--- src/rtl/jtoutrun_ba_pkg.sv ---
// jtoutrun_ba_pkg: shared types for the 4-bank SDRAM responder.
package jtoutrun_ba_pkg;
    localparam int BANKS = 4;
    localparam int BA_AW = 22;
    typedef enum logic [1:0] {IDLE, RD, WR, RFSH} state_t;
    typedef struct packed {
        logic       valid;
        logic [1:0] bank;
        logic       last;
        logic       first;
    } tag_t;
    function automatic logic [BANKS-1:0] onehot(input logic [1:0] b);
        return BANKS'(1) << b;
    endfunction
endpackage

--- src/rtl/jtoutrun_bank_resp_if.sv ---
// jtoutrun_bank_resp_if: bank request/response bus plus the memory port it is served from.
interface jtoutrun_bank_resp_if;
    import jtoutrun_ba_pkg::*;
    logic [BA_AW-1:0] ba0_addr, ba1_addr, ba2_addr, ba3_addr;
    logic [BANKS-1:0] ba_rd;
    logic             ba_wr;
    logic [15:0]      ba0_din;
    logic [1:0]       ba0_din_m;
    logic [BANKS-1:0] ba_ack, ba_dst, ba_dok, ba_rdy;
    logic [15:0]      data_read;
    logic [23:0]      mem_addr;
    logic             mem_rd, mem_wr;
    logic [1:0]       mem_wmask;
    logic [15:0]      mem_din, mem_dout;
    modport master(
        output ba0_addr, ba1_addr, ba2_addr, ba3_addr, ba_rd, ba_wr, ba0_din, ba0_din_m, mem_dout,
        input  ba_ack, ba_dst, ba_dok, ba_rdy, data_read, mem_addr, mem_rd, mem_wr, mem_wmask, mem_din
    );
    modport slave(
        input  ba0_addr, ba1_addr, ba2_addr, ba3_addr, ba_rd, ba_wr, ba0_din, ba0_din_m, mem_dout,
        output ba_ack, ba_dst, ba_dok, ba_rdy, data_read, mem_addr, mem_rd, mem_wr, mem_wmask, mem_din
    );
endinterface

--- src/rtl/jtoutrun_rr_arb.sv ---
// jtoutrun_rr_arb: 4-way round-robin arbiter; search starts at the pointer and wraps.
module jtoutrun_rr_arb
    import jtoutrun_ba_pkg::*;
(
    input  logic             clk,
    input  logic             rst,
    input  logic [BANKS-1:0] req,
    input  logic             take,
    output logic [1:0]       win,
    output logic             valid
);
    logic [1:0] ptr;
    always_comb begin
        win   = ptr;
        valid = 1'b0;
        for (int i = 0; i < BANKS; i++) begin
            if (!valid && req[ptr + 2'(i)]) begin
                win   = ptr + 2'(i);
                valid = 1'b1;
            end
        end
    end
    always_ff @(posedge clk) begin
        if (rst) ptr <= '0;
        else if (take) ptr <= win + 2'd1;
    end
endmodule

--- src/rtl/jtoutrun_bank_resp.sv ---
// jtoutrun_bank_resp: serves four bank requesters as fixed-length bursts on a
// single fixed-latency memory port, with optional periodic refresh slots.
module jtoutrun_bank_resp
    import jtoutrun_ba_pkg::*;
#(
    parameter int LATENCY     = 2,
    parameter int BURST       = 2,
    parameter int RFSH_PERIOD = 0,
    parameter int RFSH_LEN    = 4
)(
    input logic clk,
    input logic rst,
    jtoutrun_bank_resp_if.slave bus
);
    state_t           state;
    logic [1:0]       win, rd_bank;
    logic             valid, take, pend, expire, rd_first, rd_last;
    logic [2:0]       cnt;
    logic [7:0]       rcnt;
    logic [BA_AW-1:0] sel_addr;
    tag_t             pipe [LATENCY];
    tag_t             tail;

    assign take = state == IDLE && !pend && valid;
    assign tail = pipe[LATENCY-1];
    always_comb sel_addr = win == 2'd0 ? bus.ba0_addr : win == 2'd1 ? bus.ba1_addr :
                           win == 2'd2 ? bus.ba2_addr : bus.ba3_addr;

    jtoutrun_rr_arb u_arb(.clk(clk), .rst(rst), .req(bus.ba_rd), .take(take), .win(win), .valid(valid));

    generate
        if (RFSH_PERIOD > 0) begin : g_rfsh
            logic [15:0] rfsh_cnt;
            assign expire = rfsh_cnt == 16'(RFSH_PERIOD - 1);
            always_ff @(posedge clk) rfsh_cnt <= rst || expire ? '0 : rfsh_cnt + 16'd1;
        end else begin : g_no_rfsh
            assign expire = 1'b0;
        end
    endgenerate

    always_ff @(posedge clk) begin
        if (rst) begin
            state         <= IDLE;
            pend          <= 1'b0;
            cnt           <= '0;
            rcnt          <= '0;
            rd_bank       <= '0;
            rd_first      <= 1'b0;
            rd_last       <= 1'b0;
            bus.ba_ack    <= '0;
            bus.ba_dst    <= '0;
            bus.ba_dok    <= '0;
            bus.ba_rdy    <= '0;
            bus.data_read <= '0;
            bus.mem_addr  <= '0;
            bus.mem_rd    <= 1'b0;
            bus.mem_wr    <= 1'b0;
            bus.mem_wmask <= '0;
            bus.mem_din   <= '0;
            for (int i = 0; i < LATENCY; i++) pipe[i] <= '0;
        end else begin
            pend       <= expire || (pend && state != IDLE);
            bus.ba_ack <= '0;
            bus.mem_wr <= 1'b0;
            // tags ride alongside mem_rd so each returning word knows its bank and position
            pipe[0] <= {bus.mem_rd, rd_bank, rd_last, rd_first};
            for (int i = 1; i < LATENCY; i++) pipe[i] <= pipe[i-1];
            bus.ba_dok <= tail.valid ? onehot(tail.bank) : '0;
            bus.ba_dst <= tail.valid && tail.first ? onehot(tail.bank) : '0;
            bus.ba_rdy <= tail.valid && tail.last ? onehot(tail.bank) : '0;
            if (tail.valid) bus.data_read <= bus.mem_dout;
            case (state)
                IDLE: begin
                    if (pend) begin
                        state <= RFSH;
                        rcnt  <= '0;
                    end else if (valid) begin
                        bus.ba_ack   <= onehot(win);
                        bus.mem_addr <= {win, sel_addr};
                        if (win == 2'd0 && bus.ba_wr) begin
                            state         <= WR;
                            bus.mem_wr    <= 1'b1;
                            bus.mem_din   <= bus.ba0_din;
                            bus.mem_wmask <= ~bus.ba0_din_m;
                        end else begin
                            state      <= RD;
                            bus.mem_rd <= 1'b1;
                            rd_bank    <= win;
                            rd_first   <= 1'b1;
                            rd_last    <= BURST == 1;
                            cnt        <= 3'd1;
                        end
                    end
                end
                RD: begin
                    if (bus.mem_rd) begin
                        bus.mem_rd              <= !rd_last;
                        bus.mem_addr[BA_AW-1:0] <= bus.mem_addr[BA_AW-1:0] + BA_AW'(1);
                        rd_first                <= 1'b0;
                        rd_last                 <= cnt == 3'(BURST - 1);
                        cnt                     <= cnt + 3'd1;
                    end
                    if (|bus.ba_rdy) state <= IDLE;
                end
                WR: begin
                    if (|bus.ba_rdy) state <= IDLE;
                    else bus.ba_rdy <= 4'b0001;
                end
                RFSH: begin
                    if (rcnt == 8'(RFSH_LEN - 1)) state <= IDLE;
                    else rcnt <= rcnt + 8'd1;
                end
            endcase
        end
    end
endmodule

--- src/flat_wrapper.sv ---
// flat-port wrapper written by rule: the top's interface ports become plain ports
module jtoutrun_bank_resp_flat import jtoutrun_ba_pkg::*;
#(
    parameter int LATENCY     = 2,
    parameter int BURST       = 2,
    parameter int RFSH_PERIOD = 0,
    parameter int RFSH_LEN    = 4
)
  (clk, rst, bus_ba0_addr, bus_ba1_addr, bus_ba2_addr, bus_ba3_addr, bus_ba_rd, bus_ba_wr, bus_ba0_din, bus_ba0_din_m, bus_mem_dout, bus_ba_ack, bus_ba_dst, bus_ba_dok, bus_ba_rdy, bus_data_read, bus_mem_addr, bus_mem_rd, bus_mem_wr, bus_mem_wmask, bus_mem_din);
  jtoutrun_bank_resp_if bus_i ();
  input logic clk;
  input logic rst;
  input wire logic [$bits(bus_i.ba0_addr)-1:0] bus_ba0_addr;
  input wire logic [$bits(bus_i.ba1_addr)-1:0] bus_ba1_addr;
  input wire logic [$bits(bus_i.ba2_addr)-1:0] bus_ba2_addr;
  input wire logic [$bits(bus_i.ba3_addr)-1:0] bus_ba3_addr;
  input wire logic [$bits(bus_i.ba_rd)-1:0] bus_ba_rd;
  input wire logic [$bits(bus_i.ba_wr)-1:0] bus_ba_wr;
  input wire logic [$bits(bus_i.ba0_din)-1:0] bus_ba0_din;
  input wire logic [$bits(bus_i.ba0_din_m)-1:0] bus_ba0_din_m;
  input wire logic [$bits(bus_i.mem_dout)-1:0] bus_mem_dout;
  output wire logic [$bits(bus_i.ba_ack)-1:0] bus_ba_ack;
  output wire logic [$bits(bus_i.ba_dst)-1:0] bus_ba_dst;
  output wire logic [$bits(bus_i.ba_dok)-1:0] bus_ba_dok;
  output wire logic [$bits(bus_i.ba_rdy)-1:0] bus_ba_rdy;
  output wire logic [$bits(bus_i.data_read)-1:0] bus_data_read;
  output wire logic [$bits(bus_i.mem_addr)-1:0] bus_mem_addr;
  output wire logic [$bits(bus_i.mem_rd)-1:0] bus_mem_rd;
  output wire logic [$bits(bus_i.mem_wr)-1:0] bus_mem_wr;
  output wire logic [$bits(bus_i.mem_wmask)-1:0] bus_mem_wmask;
  output wire logic [$bits(bus_i.mem_din)-1:0] bus_mem_din;
  assign bus_i.ba0_addr = bus_ba0_addr;
  assign bus_i.ba1_addr = bus_ba1_addr;
  assign bus_i.ba2_addr = bus_ba2_addr;
  assign bus_i.ba3_addr = bus_ba3_addr;
  assign bus_i.ba_rd = bus_ba_rd;
  assign bus_i.ba_wr = bus_ba_wr;
  assign bus_i.ba0_din = bus_ba0_din;
  assign bus_i.ba0_din_m = bus_ba0_din_m;
  assign bus_i.mem_dout = bus_mem_dout;
  assign bus_ba_ack = bus_i.ba_ack;
  assign bus_ba_dst = bus_i.ba_dst;
  assign bus_ba_dok = bus_i.ba_dok;
  assign bus_ba_rdy = bus_i.ba_rdy;
  assign bus_data_read = bus_i.data_read;
  assign bus_mem_addr = bus_i.mem_addr;
  assign bus_mem_rd = bus_i.mem_rd;
  assign bus_mem_wr = bus_i.mem_wr;
  assign bus_mem_wmask = bus_i.mem_wmask;
  assign bus_mem_din = bus_i.mem_din;
  jtoutrun_bank_resp #(.LATENCY(LATENCY), .BURST(BURST), .RFSH_PERIOD(RFSH_PERIOD), .RFSH_LEN(RFSH_LEN)) u_core (.clk(clk), .rst(rst), .bus(bus_i));
endmodule
--- config.mk ---
export PLATFORM = sky130hd
export DESIGN_NAME = jtoutrun_bank_resp_flat
export DESIGN_NICKNAME = d
export VERILOG_FILES = /design/src/rtl/jtoutrun_ba_pkg.sv /design/src/rtl/jtoutrun_bank_resp_if.sv /design/src/rtl/jtoutrun_rr_arb.sv /design/src/rtl/jtoutrun_bank_resp.sv /design/src/flat_wrapper.sv
export SDC_FILE = /design/constraint.sdc
export NUM_CORES = 1
export LEC_CHECK = 0
export ABC_CLOCK_PERIOD_IN_PS = 2800
export CORE_ASPECT_RATIO = 0.8
export CORE_MARGIN = 2
export CORE_UTILIZATION = 49
export CTS_CLUSTER_DIAMETER = 80
export DETAILED_ROUTE_END_ITERATION = 12
export DONT_BUFFER_PORTS = 1
export GPL_TIMING_DRIVEN = 1
export PLACE_DENSITY_LB_ADDON = 0.05
export SYNTH_ARGS = -nofsm -noshare
export SYNTH_HDL_FRONTEND = slang
export SYNTH_SLANG_ARGS = --single-unit
export TNS_END_PERCENT = 20
--- constraint.sdc ---
create_clock -name clk -period 2.8 [get_ports clk]
set_clock_uncertainty 0.05 [all_clocks]
set_input_delay 0.56 -clock clk [delete_from_list [all_inputs] [get_ports clk]]
set_output_delay 0.56 -clock clk [all_outputs]
set_load 0.005 [all_outputs]
==> results of run 1 <==
worst max-delay path: stages (launching register included):
cell and delay [ns]:
dfxtp_1 0.44, nor2_1 0.08, a221o_1 0.31, o22ai_2 0.17, inv_1 0.12, ha_1 0.24, buf_12 0.17, mux2i_1 0.14
o21ai_0 0.08, mux2_2 0.26, a221oi_1 0.27, nor2_1 0.06
area by class of cell:
cell class / instances / share of cell area, %
clock buffer: 9 / 3.95
tap: 140 / 3.07
timing repair buffer: 18 / 3.03
clock inverter: 7 / 1.47
inverter: 13 / 0.856
multi-input combinational: 464 / 50.4
sequential: 106 / 37.2
power breakdown:
group / switching, W / internal [W] / total, W
Clock: 0.000589 / 0.000712 / 0.00130
Sequential: 0.000343 / 0.00179 / 0.00214
Combinational: 0.00118 / 0.000911 / 0.00210
Total: 0.00212 / 0.00342 / 0.00553
cells in the final DEF (no fill, tap or decap), types with 11 or more instances in the layout:
| cell | Yosys | layout |
|---|---|---|
| nand3_1 | 22 | 22 |
| inv_1 | 11 | 11 |
| mux2_2 | 12 | 12 |
| mux2i_1 | 44 | 44 |
| dfxtp_1 | 106 | 106 |
| buf_4 | 0 | 15 |
| ha_1 | 11 | 11 |
| nand2_1 | 81 | 81 |
| nor3_1 | 12 | 12 |
| nor2_1 | 59 | 59 |
| a21oi_1 | 53 | 53 |
| nor2b_1 | 19 | 19 |
| o21ai_0 | 37 | 37 |
through the flow:
step | power, W | area, sq um | instances
3_3_place_gp | 0.00421 | 5390 | 741
2_1_floorplan | 0.00363 | 5180 | 617
4_1_cts | 0.00556 | 5700 | 757
3_5_place_dp | 0.00425 | 5390 | 741
5_1_grt | 0.00592 | 5700 | 757
6_report | 0.00553 | 5700 | 757
registers in the layout, summed over array words and instances (netlist names), 3 cells and up:
| register | flops |
|---|---|
| u_core.bus.ba_ack | 4 |
| u_core.bus.ba_dok | 4 |
| u_core.bus.ba_dst | 4 |
| u_core.bus.ba_rdy | 4 |
| u_core.bus.data_read | 16 |
| u_core.bus.mem_addr | 24 |
| u_core.bus.mem_din | 16 |
| u_core.cnt | 3 |
| u_core.pipe | 10 |
| u_core.rcnt | 8 |
how the worst min path moves through the flow:
| stage | to | slack (ns) | cells after the start |
|---|---|---|---|
| floorplan | u_core.pipe[0][5] | 0.36 | 1 |
| global placement | u_core.pipe[0][6] | 0.37 | 1 |
| detailed placement | u_core.pipe[0][6] | 0.37 | 1 |
| CTS | u_core.bus.ba_rdy[0] | 0.23 | 1 |
| global route | u_core.bus.ba_rdy[0] | 0.22 | 1 |
| finish | u_core.bus.ba_rdy[0] | 0.24 | 1 |
kinds of logic after synthesis:
group | after synthesis | synth area share (%)
AOI/OAI and AO/OA | 146 | 17.6
and+or+nand+nor | 244 | 22.8
xor gates and xnor gates | 7 | 1.19
muxes | 56 | 11.1
DFF | 106 | 41.0
buffers and inverters | 47 | 3.58
adders and majority gates | 11 | 2.66
routing by layer:
layer | routed length (microns) | part of all wire [%] | up-vias
met5 | 0 | 0 | -
met4 | 127 | 0.96 | 0
met3 | 1130 | 8.6 | 11
met2 | 6030 | 46 | 164
met1 | 5880 | 45 | 2065
li1 | - | - | 2196
==> flow_summary.toml, run 1 <==
[route]
route.detailed.drc = 0
drt_wl_total_microns = 13200
vias = 4436
wl_per_cell_microns = 17.4
drtAntennaViolNets = 0
drtIter0Drc = 265
firstDrtPassIters = 5
viasPerCell = 5.86

[grt]
grt_pass1_wl_microns = 20600
met2_usage_pct = 35.4
grt_max_degree = 86
antenna_found_initial = 0
grt_util_met3_pct = 7.52
track_usage_pct = 22.5
grt_util_met1_pct = 30.2
grt_pass1_vias = 3998
overflow = 0
gr-max-usage-layer = "met2"

[critical_path]
start_kind = "flop"
cp.required_ns = 2.98
ff2ff_setup_slack_ns = 0.30
regToRegEndpoint = "u_core.bus.mem_addr[0]"
crit_end = "u_core.bus.mem_addr[0]"
cp-startpoint = "u_core.u_arb.ptr[1]"
timing.rr.start = "u_core.u_arb.ptr[1]"
criticalPathCategory = "flop to flop"
crit_path_end_kind = "flop"
worstPathMaxFanout = 23
r2r_cells = 11
arrival_ns = 2.69

[power_and_ir_drop]
p_per_area_mw_per_mm2 = 971
peakVddDrop_uv = 428
p_leak_nw = 2.08

[finish]
nets = 752
area.growth.synth_to_final_pct = 10.2
multiInputGateArea_sq_mm = 0.00287
drive_above_1_share_pct = 9.56
seq_area_sq_mm = 0.00212
nFillCells = 967
utilization_pct = 55.4
diodes = 0

[yosys]
ys_top_cells_by_area = "dfxtp_1 41%, mux2i_1 8.5%, nand2_1 5.9%"
synth_edf_count = 0
yosysTopAreaCellShare_pct = 41.0
synth-seq-cells = 106
synth_top_cell_by_area = "dfxtp_1"
ys_warn_count = 0
synth_area_sq_mm = 0.00517
synth-seq-area-share_pct = 41.0
synth_most_common_cell = "dfxtp_1"
syn_avg_cell_area_sq_um = 8.38
syn-instance-count = 617
synthTopCellsByCount = "106 x dfxtp_1, 81 x nand2_1, 59 x nor2_1"
dominantRegCellSynth = "dfxtp_1"
synth_cell_type_count = 60
mappedNetlistNets = 757
async_flop_share_pct = 0

[timing]
finalHoldViolCount = 0
finalSetupViolCount = 0
maxSlewHeadroom_pct = 56.0
slew_violations = 0
fin_ws_ns = 0.295
worst_pin_slew_ns = 0.659
finalSetupTns_ns = 0
fin_crit_ns = 2.50
rsz0062_at_grt = "false"
finalHoldWorstSlack_ns = 0.240
min_period_over_period_pct = 89.5
fmax_ghz = 0.399

[run]
drv_cap = 0

[floorplanning]
die_area_sq_mm = 0.0114
initial_core_util_pct = 50.3
num_rows = 33
ios = 205
coreArea_sq_mm = 0.0103
die_width_microns = 119
die_h_microns = 95.9

[clocking]
ctsHtreeMaxLevel = 3
cts_hold_buf = 0
cts_root_buffer = "clkbuf_16"
cts_buffer_depth = 2
worstSkewPairLatency_ns = 0.34
cts_made_buffers = 9
cts_tree = "done"
cts.sinks = 106
cts.clk_slew.worst_paths_ns = 0.07
cts_resized = 0
cts_setup_buffers = 0

[place]
place_congestion = 0.820
hpwl_microns = 9700
port_buffers = 0
dp_slack_ns = 0.136

[hold_path]
hold_class = "input port to flop"
hp-start = "rst"

[status]
outcome = "completed"
Power figures use the tool's default switching activity.
==> run 2, diff against run 1 <==
--- a/config.mk
+++ b/config.mk
@@ -10,6 +10,7 @@
 export CORE_MARGIN = 2
 export CORE_UTILIZATION = 49
 export CTS_CLUSTER_DIAMETER = 80
+export CTS_CLUSTER_SIZE = 12
 export DETAILED_ROUTE_END_ITERATION = 12
 export DONT_BUFFER_PORTS = 1
 export GPL_TIMING_DRIVEN = 1
==> results of run 2 <==
The final DEF is identical to that of run 1; final timing and power are the same.
